[src/rtl/mem_master.sv]
// mem_master: single-outstanding-request master for a simple synchronous RAM.
//
// A request is taken only in IDLE. A valid request (exactly one of req_rd /
// req_wr, address below DEPTH) walks SETUP -> STROBE -> HOLD -> DONE.
// Rejected requests (both directions, or address out of range) go straight
// to DONE with err raised and never touch the RAM.
//
// Ports:
//   clk, clr            clock, synchronous active-high reset
//   req_rd, req_wr      request direction, sampled in IDLE only
//   req_addr, req_wdata request word address and write data
//   busy                high in SETUP, STROBE and HOLD
//   done                one-cycle completion pulse
//   err                 one-cycle pulse with done for a rejected request
//   rdata               last successfully read word
//   mem_addr, mem_din   RAM address and write data, stable SETUP..HOLD
//   mem_read, mem_write RAM strobes, mutually exclusive
//   mem_dout            RAM read data (combinational from mem_addr/mem_read)
module mem_master #(
    parameter int DEPTH       = 512,
    parameter int WAIT_CYCLES = 1
) (
    input  logic        clk,
    input  logic        clr,
    input  logic        req_rd,
    input  logic        req_wr,
    input  logic [31:0] req_addr,
    input  logic [31:0] req_wdata,
    output logic        busy,
    output logic        done,
    output logic        err,
    output logic [31:0] rdata,
    output logic [31:0] mem_addr,
    output logic [31:0] mem_din,
    output logic        mem_read,
    output logic        mem_write,
    input  logic [31:0] mem_dout
);

    // Strobe length is clamped into what the 4-bit counter can express.
    localparam int WAIT_EFF = (WAIT_CYCLES < 1)  ? 1  :
                              (WAIT_CYCLES > 15) ? 15 : WAIT_CYCLES;
    localparam logic [3:0]  LAST_CNT = 4'(WAIT_EFF - 1);
    localparam logic [31:0] DEPTH_W  = 32'(DEPTH);

    typedef enum logic [2:0] {
        IDLE,
        SETUP,
        STROBE,
        HOLD,
        DONE
    } state_t;

    state_t      state_q, state_d;
    logic [3:0]  cnt_q,   cnt_d;
    logic [31:0] addr_q,  addr_d;
    logic [31:0] wdata_q, wdata_d;
    logic        is_wr_q, is_wr_d;
    logic        err_q,   err_d;
    logic [31:0] rdata_q, rdata_d;

    logic any_req;
    logic bad_req;

    always_ff @(posedge clk) begin
        if (clr) begin
            state_q <= IDLE;
            cnt_q   <= 4'd0;
            addr_q  <= 32'd0;
            wdata_q <= 32'd0;
            is_wr_q <= 1'b0;
            err_q   <= 1'b0;
            rdata_q <= 32'd0;
        end else begin
            state_q <= state_d;
            cnt_q   <= cnt_d;
            addr_q  <= addr_d;
            wdata_q <= wdata_d;
            is_wr_q <= is_wr_d;
            err_q   <= err_d;
            rdata_q <= rdata_d;
        end
    end

    always_comb begin
        state_d = state_q;
        cnt_d   = cnt_q;
        addr_d  = addr_q;
        wdata_d = wdata_q;
        is_wr_d = is_wr_q;
        err_d   = err_q;
        rdata_d = rdata_q;

        any_req = req_rd | req_wr;
        // Both directions at once is ambiguous; out-of-range would hit no RAM word.
        bad_req = (req_rd & req_wr) | (any_req & (req_addr >= DEPTH_W));

        unique case (state_q)
            IDLE: begin
                err_d = 1'b0;
                if (bad_req) begin
                    // Rejected requests leave the bus latches and rdata alone.
                    err_d   = 1'b1;
                    state_d = DONE;
                end else if (any_req) begin
                    addr_d  = req_addr;
                    wdata_d = req_wdata;
                    is_wr_d = req_wr;
                    cnt_d   = 4'd0;
                    state_d = SETUP;
                end
            end
            SETUP: begin
                cnt_d   = 4'd0;
                state_d = STROBE;
            end
            STROBE: begin
                if (cnt_q == LAST_CNT) begin
                    // Capture on the edge that ends the final strobe cycle.
                    if (!is_wr_q) begin
                        rdata_d = mem_dout;
                    end
                    cnt_d   = 4'd0;
                    state_d = HOLD;
                end else begin
                    cnt_d = cnt_q + 4'd1;
                end
            end
            HOLD: begin
                state_d = DONE;
            end
            DONE: begin
                err_d   = 1'b0;
                state_d = IDLE;
            end
            default: begin
                state_d = IDLE;
            end
        endcase

        busy      = (state_q == SETUP) || (state_q == STROBE) || (state_q == HOLD);
        done      = (state_q == DONE);
        err       = (state_q == DONE) && err_q;
        mem_read  = (state_q == STROBE) && !is_wr_q;
        mem_write = (state_q == STROBE) && is_wr_q;
        mem_addr  = addr_q;
        mem_din   = wdata_q;
        rdata     = rdata_q;
    end

endmodule

[config.mk]
export PLATFORM = sky130hd
export DESIGN_NAME = mem_master
export DESIGN_NICKNAME = d
export VERILOG_FILES = /design/src/rtl/mem_master.sv
export SDC_FILE = /design/constraint.sdc
export NUM_CORES = 1
export LEC_CHECK = 0
export BUFFER_PORTS_ARGS = -buffer_cell sky130_fd_sc_hd__buf_4
export CELL_PAD_IN_SITES_DETAIL_PLACEMENT = 1
export CELL_PAD_IN_SITES_GLOBAL_PLACEMENT = 2
export CORE_MARGIN = 4
export CORE_UTILIZATION = 26
export CTS_CLUSTER_DIAMETER = 120
export DETAILED_ROUTE_END_ITERATION = 6
export PLACE_DENSITY = 0.78
export SYNTH_ARGS = -nofsm -noshare
export SYNTH_HDL_FRONTEND = slang
export SYNTH_SLANG_ARGS = --single-unit
[constraint.sdc]
create_clock -name clk -period 2.2 [get_ports clk]
set_input_delay 0 -clock clk [delete_from_list [all_inputs] [get_ports clk]]
set_output_delay 0 -clock clk [all_outputs]
set_load 0.02 [all_outputs]
Word level (Yosys, flattened, before mapping)
Index checks and enable logic that the tools add are counted.

word-level totals
  output and inout port bits = 101
  register bits after elaboration = 105
  input bits = 100
  word-level logic and storage cells = 47

operators by class
  reductions and logical operators = 14
  $lt $le $gt $ge = 1
  bitwise gates (word level) = 6
  add/subtract/negate cells = 1
  equal/unequal tests = 8
  muxes and demuxes = 10

operators with widths
  kind                                                                      count
  32-bit by 10-bit >= comparator with 1-bit output (second input constant)  1
  4-bit two-way mux                                                         3
  3-bit one-hot mux with 4 select lines                                     1
  4-bit one-hot mux with 3 select lines                                     1
  3-bit two-way mux                                                         3
  3-bit AND reduction                                                       3
  3-bit by 2-bit == test with 1-bit output (second input constant)          2
  2-bit inequality test (second input constant)                             3
  4-bit by 1-bit adder with 4-bit output (second input constant)            1
  4-bit zero test                                                           1
  3-bit by 1-bit == test with 1-bit output (second input constant)          1
  3-bit == test (second input constant)                                     1
  1-bit logical AND                                                         3
  3-bit zero test                                                           1
  3-bit inequality test (second input constant)                             1
  3-bit nonzero test                                                        1
  1-bit bitwise AND                                                         2
  1-bit logical OR                                                          2
  1-bit NOT                                                                 2
  1-bit OR                                                                  2
  1-bit one-hot mux with 2 select lines                                     1
  2-bit AND reduction                                                       1
  2-bit nonzero test                                                        1
  1-bit zero test                                                           1
  1-bit two-way mux                                                         1

Longest topological paths before layout
  word-level depth = 5
  depth in mapped cells = 8

Worst setup path before layout
Ideal clock, no wire load.

  kind = register to register
  from = register state_q[0]
  to = register rdata_q[8], in the netlist rdata[8]
  required time = 2,129 ps
  clock period less this slack = 2,128 ps
  stages on the path, launching flop included = 8
  arrival = 2,058 ps
  setup slack = 72 ps
  path through = dfxtp_1 -> buf_2 -> nor4b_1 -> and2_1 -> clkbuf_1 -> buf_2 -> nand2_1 -> a21oi_1

on the way
  cells in the longest elaborated chain, start to end = 2

ends and longest elaborated chain
  element                                   line  RTL
  start, declared                           54    state_t state_q, state_d;
  start signal, assigned                    75    state_q <= state_d;
  3-bit by 2-bit == test with 1-bit output  98    unique case (state_q)
  3-bit AND reduction (no line)             n/a
  end signal, assigned                      81    rdata_q <= rdata_d;
  end, declared                             60    logic [31:0] rdata_q, rdata_d;

No other way between the ends.
A chain may end at the register's enable or synchronous reset.

Worst setup path after layout
  from = register state_q[0]
  to = register wdata_q[4], in the netlist mem_din[4]

on the way
  cells in the longest elaborated chain, start to end = 2

ends and longest elaborated chain
  element                        line  RTL
  3-bit zero test                98
  3-bit AND reduction (no line)  n/a
  end signal, assigned           78    wdata_q <= wdata_d;
  end, declared                  57    logic [31:0] wdata_q, wdata_d;

No other way between the ends.

==> results.sh <==
export IMPL_outcome="finished clean"
export IMPL_crit_type="reg -> reg"
export IMPL_cts_tree="done"
export IMPL_endpoint_kind="flip-flop"
export IMPL_place_inst=837
export IMPL_reg2reg_setup_slack_ns=0.24
export IMPL_coreArea_um2=15800
export IMPL_grt_pass1_vias=4444
export IMPL_diodes=0
export IMPL_die_w_um=135
export IMPL_clockBufferDepth=2
export IMPL_synthCells=446
export IMPL_drc=0
export IMPL_rows=46
export IMPL_io_buffers=200
export IMPL_async_flop_share_pct=0
export IMPL_synth_edf_count=0
export IMPL_synth_nets=548
export IMPL_routed_wl_um=13300
export IMPL_rr_worst_depth=5
export IMPL_p_leak_nw=2.82
export IMPL_setup_viol=0
export IMPL_clk_pin_slew_ns=0.07
export IMPL_startpoint_type="flip-flop"
export IMPL_num_fill_cells=1811
export IMPL_pwr_density_cell_nw_per_um2=550
export IMPL_relSlewSlack_pct=33.0
export IMPL_reg2reg_from="state_q[0]$_SDFFE_PP0P_"
export IMPL_clock_sinks=105
export IMPL_syn2layout_area_growth_pct=64.4
export IMPL_wl_per_cell_um=14.4
export IMPL_syn_cell_area_um2=4170
export IMPL_fp_dieH_um=135
export IMPL_min_to="is_wr_q$_SDFFE_PP0P_"
export IMPL_hpwlAfterDp_um=8980
export IMPL_period_needed_ns=1.96
export IMPL_fmax_mhz=510
export IMPL_hold_start="req_rd"
export IMPL_synth_warnings=0
export IMPL_drtIter0Drc=92
export IMPL_yosysSeqAreaShare_pct=50.4
export IMPL_clkLatencyLatePin_ns=0.35
export IMPL_root_buffer="clkbuf_16"
export IMPL_hold_violations=0
export IMPL_cts_htree_levels=3
export IMPL_ant_nets=0
export IMPL_nNetsFinal=807
export IMPL_grt_usage_pct=14.7
export IMPL_antenna_found_initial=0
export IMPL_hold_class="in -> reg"
export IMPL_ctsResizeCount=0
export IMPL_ys_types=35
export IMPL_fin_crit_sh_pct=89.2
export IMPL_gr_total_overflow=0
export IMPL_ir_drop_mv=0.357
export IMPL_rsz0062_at_grt="no"
export IMPL_numCtsBuffers=9
export IMPL_layout_drive_gt1_share_pct=31.4
export IMPL_worstPathArrival_ns=2.24
export IMPL_final_cells=926
export IMPL_worstHoldPathCells=4
export IMPL_cp_required_ns=2.47
export IMPL_regToRegEndpoint="mem_din[4]$_SDFFE_PP0P_"
export IMPL_synthFlopType="dfxtp_1"
export IMPL_cap_viol_max_count=0
export IMPL_grt_pass1_wl_um=21700
export IMPL_vias=4040
export IMPL_grt_max_degree=128
export IMPL_ioPinCount=201
export IMPL_place_congestion=0.785
export IMPL_firstDrtPassIters=4
export IMPL_clock_skew_ns=0.00953
export IMPL_crit_fanout=67
export IMPL_setup_tns_ns=0
export IMPL_tightest_slew_ns=1.01
export IMPL_die_area_um2=18100
export IMPL_ys_ff_latch=105
export IMPL_viasPerCell=4.36
export IMPL_synth_area_per_cell_um2=9.35
export IMPL_start_util_pct=26.3
export IMPL_slew_violations=0
[per-stage QoR]
step | util, % | hold slack, ns | area [µm²] | power, mW | worst slack [ns]
after floorplan | - | 0.136 | 4170 | 2.04 | 0.0718
after global placement | 37.0 | 0.252 | 5850 | 2.19 | 0.321
after detailed placement | 37.0 | 0.259 | 5850 | 2.20 | 0.234
after CTS | 43.3 | 0.00352 | 6860 | 3.84 | 0.220
after global routing | 43.3 | 0.0134 | 6860 | 3.95 | 0.0798
final | 43.3 | 0.00395 | 6860 | 3.77 | 0.238
[worst max-delay path, stage by stage (launching register included)]
cell      delay, ns
dfxtp_1        0.37
or3_1          0.44
nand4b_4       0.23
nor3_4         0.18
buf_12         0.35
mux2i_1        0.25
[power by group]
part | leakage (nW) | internal (mW) | switching (mW)
combinational | 1.85 | 0.242 | 0.112
sequential | 0.846 | 1.90 | 0.00370
clock | 0.128 | 0.779 | 0.732
[worst max path at each step]
stage / from / endpoint / slack [ns] / cells after the start
after floorplan: state_q[0]$_SDFFE_PP0P_ / rdata[8]$_SDFFE_PP0P_ / 0.07 / 7
after global placement: state_q[0]$_SDFFE_PP0P_ / mem_din[6]$_SDFFE_PP0P_ / 0.32 / 5
after detailed placement: state_q[0]$_SDFFE_PP0P_ / mem_din[14]$_SDFFE_PP0P_ / 0.23 / 5
after CTS: state_q[0]$_SDFFE_PP0P_ / mem_din[14]$_SDFFE_PP0P_ / 0.22 / 5
after global routing: state_q[0]$_SDFFE_PP0P_ / mem_din[14]$_SDFFE_PP0P_ / 0.08 / 5
final: state_q[0]$_SDFFE_PP0P_ / mem_din[4]$_SDFFE_PP0P_ / 0.24 / 5
[timing repair]
action	CTS	global route
hold buffers	73	0
endpoints found under the hold margin	73	0
setup buffers	0	0
[synth_stat cells (2+ instances only)]
| cell | n | area (µm²) |
|---|---|---|
| nor3b_1 | 26 | 195 |
| nor4_1 | 5 | 31.3 |
| nor2b_1 | 3 | 18.8 |
| nand2_1 | 70 | 263 |
| inv_1 | 3 | 11.3 |
| buf_2 | 6 | 30.0 |
| buf_4 | 4 | 30.0 |
| mux2i_1 | 41 | 410 |
| a21oi_1 | 34 | 170 |
| ha_1 | 2 | 25.0 |
| nor2_1 | 8 | 30.0 |
| clkbuf_1 | 20 | 75.1 |
| and2_1 | 3 | 18.8 |
| dfxtp_1 | 105 | 2100 |
| o21ai_0 | 5 | 25.0 |
| nand3b_1 | 2 | 15.0 |
| nand3_1 | 3 | 15.0 |
| o31ai_1 | 2 | 15.0 |
| nand2b_1 | 84 | 526 |
| nor3_1 | 5 | 25.0 |
[final cells by class]
type                       instances  area (µm²)  share of cell area [%]
timing repair buffer             279        2290                    33.4
sequential                       105        2100                    30.7
multi-input combinational        307        1910                    27.9
tap                              216         270                    3.94
clock buffer                      11         233                    3.39
clock inverter                     5        40.0                   0.584
inverter                           3        11.3                   0.164
[metal layers]
metal  part of all wire [%]  routed length (µm)  vias to the layer above  GRT usage, %
li1                       -                   -                     1987             -
met1                     41                5460                     1907          16.8
met2                     49                6500                      133          24.9
met3                    8.9                1190                       13          5.96
met4                    1.4                 182                        0          4.75
met5                      0                   0                        -             0
[placed cells by master (no fill, tap or decap), types with 3 or more instances in the layout]
cell / instances
inv_1: 3
nand2b_1: 84
o21ai_0: 5
clkbuf_16: 9
dfxtp_1: 105
nor3b_1: 26
and2_1: 3
nor2b_1: 3
nor4_1: 5
nand2_1: 70
nor3_1: 5
mux2i_1: 41
buf_4: 205
nand3_1: 3
nor2_1: 8
dlygate4sd3_1: 73
a21oi_1: 34
[sequential cells by signal (all words and copies together), names as in the netlist]
register / flops
is_wr_q: 1
cnt_q: 4
err_q: 1
mem_addr: 32
rdata: 32
mem_din: 32
state_q: 3
[cells by family after synthesis]
family / share of synthesized area, %
and+or+nand+nor: 29.3
DFF: 50.4
AOI/OAI and AO/OA: 5.88
muxes: 9.84
buffers and inverters: 3.78
adders and majority gates: 0.600
xor gates and xnor gates: 0.210
Note: power is estimated with default switching activity, not from simulation.
